===== config.mk =====
export PLATFORM = sky130hd
export DESIGN_NAME = debouncer
export DESIGN_NICKNAME = d
export VERILOG_FILES = /design/src/rtl/debouncer_pkg.sv /design/src/rtl/sync_ff.sv /design/src/rtl/debouncer.sv
export SDC_FILE = /design/constraint.sdc
export NUM_CORES = 1
export LEC_CHECK = 0
export CAP_MARGIN = 20
export CORE_AREA = 2 2 39 41
export CTS_CLUSTER_SIZE = 8
export DETAILED_ROUTE_END_ITERATION = 8
export DIE_AREA = 0 0 41 43
export PLACE_DENSITY = 0.47
export SLEW_MARGIN = 5
export SYNTH_ARGS = -nofsm -noshare
export SYNTH_HDL_FRONTEND = slang
export SYNTH_SLANG_ARGS = --single-unit

===== constraint.sdc =====
create_clock -name clk -period 1.54 [get_ports clk]
set_input_delay 0.231 -clock clk [delete_from_list [all_inputs] [get_ports clk]]
set_output_delay 0.231 -clock clk [all_outputs]
set_load 0.1 [all_outputs]

===== src/rtl/debouncer_pkg.sv =====
// Debounce constants shared with other board blocks, plus the counter width helper.
package debouncer_pkg;

  localparam int DEB_STABLE_CYCLES = 8;
  localparam int DEB_SYNC_STAGES   = 2;

  function automatic int cnt_width(input int stable_cycles);
    return $clog2(stable_cycles + 1);
  endfunction

endpackage


===== src/rtl/sync_ff.sv =====
// N-stage single-bit synchronizer for asynchronous inputs; latency STAGES edges.
// Only the first stage may go metastable; the rest give it time to resolve.
module sync_ff #(
  parameter int STAGES = 2
) (
  input  logic clk,
  input  logic rst,
  input  logic d,
  output logic q
);

  logic [STAGES-1:0] sr;

  always_ff @(posedge clk or negedge rst) begin
    if (!rst) begin
      sr <= '0;
    end else begin
      sr <= {sr[STAGES-2:0], d};
    end
  end

  assign q = sr[STAGES-1];

endmodule


===== src/rtl/debouncer.sv =====
// Synchronizes and debounces a push-button, pulsing press for one cycle per clean press.
// Latency SYNC_STAGES-1+STABLE_CYCLES edges from first sample; no backpressure, releases are silent.
module debouncer
  import debouncer_pkg::*;
#(
  parameter int STABLE_CYCLES = DEB_STABLE_CYCLES,
  parameter int SYNC_STAGES   = DEB_SYNC_STAGES
) (
  input  logic clk,
  input  logic rst,
  input  logic btn,
  output logic press
);

  localparam int            CW       = cnt_width(STABLE_CYCLES);
  localparam logic [CW-1:0] CNT_LAST = CW'(STABLE_CYCLES - 1);

  logic          btn_s;
  logic          state;
  logic [CW-1:0] cnt;
  logic          differ;
  logic          settle;

  sync_ff #(
    .STAGES (SYNC_STAGES)
  ) u_sync (
    .clk (clk),
    .rst (rst),
    .d   (btn),
    .q   (btn_s)
  );

  assign differ = (btn_s != state);
  assign settle = differ && (cnt == CNT_LAST);

  // Counter clears on any return to the debounced level, so bounce never accumulates.
  always_ff @(posedge clk or negedge rst) begin
    if (!rst) begin
      state <= 1'b0;
      cnt   <= '0;
      press <= 1'b0;
    end else begin
      press <= settle && btn_s;
      if (!differ) begin
        cnt <= '0;
      end else if (settle) begin
        state <= btn_s;
        cnt   <= '0;
      end else begin
        cnt <= cnt + CW'(1);
      end
    end
  end

endmodule


Word level (Yosys, flattened, before mapping). Index checks and enable logic that the tools add are counted.

Bits in registers: 8. Input port bits: 3. Output and inout port bits: 1. Word-level logic and storage cells: 12.

Add/sub/neg operators: 1. Eq/ne operators: 2. Muxes and demuxes: 2. Reduce and logical (&&, ||, !) cells: 3.

Operators by type and width (count): 2-to-1 mux 4 bit (2); adder 4 x 1 -> 4 bit (second input constant) (1); == test 4 x 3 -> 1 bit (second input constant) (1); logical AND 1 bit (2); AND reduction 2 bit (1); inequality test 1 bit (1).

Depth between registers and ports, before layout.
Word-level depth: 4. Mapped depth: 3. Gate-level depth less buffers: 3.

Cells and area by module. From an unflattened synthesis, not the netlist that was laid out.

Cells, all modules: 21. Area, all modules: 317.8 sq um.

By module, submodules not included: debouncer (instances 1, cells each 19, area each 267.8 sq um, sequential area each 150.1 sq um); sync_ff (instances 1, cells each 2, area each 50.0 sq um, sequential area each 50.0 sq um).

Worst setup path before layout. OpenSTA, ideal clock, no wires.

Path kind: register to register. Start: reg cnt[0]. End: reg state. Library setup time: 0.125 ns. Data arrival time: 1.035 ns. Required time: 1.415 ns. Path slack: 0.380 ns. Stages on the path, launching flop included: 4. Path buffers: 0. Period minus slack after synthesis: 1.160 ns. Cell sequence: dfrtp_1 -> ha_1 -> nand3b_1 -> mux2_4.

Cells in the longest elaborated chain, start to end: 3.

Ends and longest elaborated chain: start, declared (RTL line debouncer.sv:20) `logic [CW-1:0] cnt;`; start signal, assigned (RTL line debouncer.sv:50) `cnt <= cnt + CW'(1);`; == test 4 x 3 -> 1 bit (RTL line debouncer.sv:34) `assign settle = differ && (cnt == CNT_LAST);`; logical AND 1 bit (RTL line debouncer.sv:34); AND reduction 2 bit (no source line); end signal, assigned (RTL line debouncer.sv:47) `state <= btn_s;`; end, declared (RTL line debouncer.sv:19) `logic state;`.

No other way between the ends. A chain may end at the register's enable or synchronous reset.

Worst setup path after layout. Ends and elaborated chain as after synthesis.

==> flow_summary.ini <==
[outcome]
status = finished, final reports clean

[timing]
slew_viol_final = 0
rsz0062_at_grt = false
fmax_mhz = 801.5
tightestPinTransition_ns = 0.3542
timing.hold.ws_ns = 0.2552
setup_slack_ns = 0.2924
min_period_ns = 1.248
slew_headroom = 0.7631
setup_viol = 0
skew_ns = 0.002985
timing.final.crit_share = 0.8101
tns_ns = 0
hold_viol = 0

[clocking]
cts_buffer_depth = 2
htree_levels = 1
cts_setup_buffers = 0
cts_sinks = 8
cts-resized-gates = 0
cts_tree = yes
numCtsBuffers = 3
hold_buffers = 0
clk_pin_slew_worst_paths_ns = 0.05
root_buffer = clkbuf_4
insertion_delay_ns = 0.25

[floorplanning]
ioPinCount = 4
rows = 14
dieArea_sq_um = 1763
die_y_um = 43
start_util = 0.2224
core_area_sq_um = 1384
die_width_um = 41

[cells_and_area]
fill_cells = 143
drive_gt1_frac = 0.2222
multi_input_area_sq_um = 103.9
final_cell_area_sq_um = 390.4
n_antenna_cell = 0
syn_to_final_growth_pct = 26.83
register_area_sq_um = 200.2
finish.utilization = 0.2821
final_nets = 33

[placement]
dp_hpwl_um = 347.1
port_buffers = 3
place.gp.congestion = 0.7306
pre_cts_slack_ns = 0.2890
placed_cell_area_sq_um = 367.9

[run]
maxCapViolations = 0

[worst_hold_path]
hold_class = in2async

[route]
drt_drc_violations_left = 0
drt_first_pass_iters = 1
drtAntennaViolNets = 0
viasPerCell = 4.349
vias = 187
wl_per_cell_um = 10.63
wl_um = 457
drt_iter0_drc = 0

[worst_setup_path]
crit_path_start_kind = flip-flop
endpoint_kind = flip-flop
critPathMaxFanout = 4
critPathKind = reg2reg
worstPathRequired_ns = 1.67
crit_arrival_ns = 1.38

[pwr]
p_per_area_nw_per_um2 = 1440
ir_drop_v = 0.0004950
power_leakage_nw = 0.1680

[logic_synthesis]
synthCells = 21
synth_top_cell_by_area = dfrtp_1
avgSynthCellArea_sq_um = 14.66
yosysSeqAreaShare = 0.6504
yosysUniqueCellTypes = 12
synth_seq_cells = 8
yosysWarnings = 0
yosysTopAreaCellShare = 0.6504
synth.area.top_cells = dfrtp_1 (65%), xnor2_1 (5.7%), mux2_4 (4.9%), nor3b_1 (4.9%), ha_1 (4.1%)
synth_fp_nets = 25
syn_area_sq_um = 307.8

[grt]
overflow = 0
antenna_found_initial = 0
grt_max_degree = 9
grt_pass1_vias = 213
grt_pass1_wl_um = 807
grt_usage = 0.07606
## synth_stat cells (all sizes together)
cell and n:
a211oi 1, and4 1, dfrtp 8, ha 1, inv 1, mux2 1
nand3b 1, nand4b 1, nor2 1, nor2b 1, nor3b 2, xnor2 2
## placed cells by master, fill, tap and decap left out
cell and instances:
dfrtp_1 8, clkbuf_4 3, xnor2_1 2, nor3b_1 2, clkdlybuf4s50_1 2, nor2_1 1
nor2b_1 1, nand3b_1 1, inv_1 1, nand4b_1 1, and4_2 1, a211oi_1 1
mux2_4 1, ha_1 1, buf_12 1
## routing by layer
layer | global-route usage | up-vias | part of all wire
li1 | - | 86 | -
met1 | 0.08306 | 95 | 0.40
met2 | 0.09688 | 6 | 0.51
met3 | 0.05236 | 0 | 0.088
met4 | 0.06000 | 0 | 0
met5 | 0 | - | 0
## cell families after synthesis
group / share of synthesized area
flops: 0.6504
buf+inv: 0.01218
compound gates: 0.02440
xor+xnor: 0.05692
fa+ha+maj: 0.04064
mux: 0.04877
simple gates: 0.1667
## final cells by class
| type | count | share of cell area |
|---|---|---|
| clock buffers | 3 | 0.05769 |
| flip-flops and latches | 8 | 0.5128 |
| inverters | 1 | 0.009615 |
| multi-input cells | 12 | 0.2660 |
| well taps | 16 | 0.05128 |
| repair buffers | 3 | 0.1026 |
## final timing paths
check | depth (start not counted) | slack (ns) | to | startpoint
min | 1 | 0.26 | state | rst
min reg2reg | 0 | 0.35 | u_sync.sr[1] | u_sync.sr[0]
max | 3 | 0.29 | state | cnt[0]
max in group asynchronous | 1 | 1.03 | u_sync.sr[1] | rst
max reg2reg | 3 | 0.29 | state | cnt[0]
min in group clk | 0 | 0.35 | u_sync.sr[1] | u_sync.sr[0]
## flip-flops by register name, summed over array words and instances (netlist names)
signal and flops:
state 1, cnt 4, press 1, u_sync.sr 2
## through the flow
step / power (W) / std cells
floorplan: 0.0003752 / 21
global placement: 0.0004058 / 40
detailed placement: 0.0004135 / 40
CTS: 0.0005731 / 43
global route: 0.0006107 / 43
finish: 0.0005621 / 43
## worst max-delay path, cell delays in order (launching register included)
cell and delay [ns]:
dfrtp_1 0.41, ha_1 0.25, nand3b_1 0.15, mux2_4 0.31
## report_power, final
group / internal, W / switching, W
sequential: 0.000256 / 0.0000435
combinational: 0.0000619 / 0.0000459
clock: 0.0000888 / 0.0000664
Power figures use the tool's default switching activity.
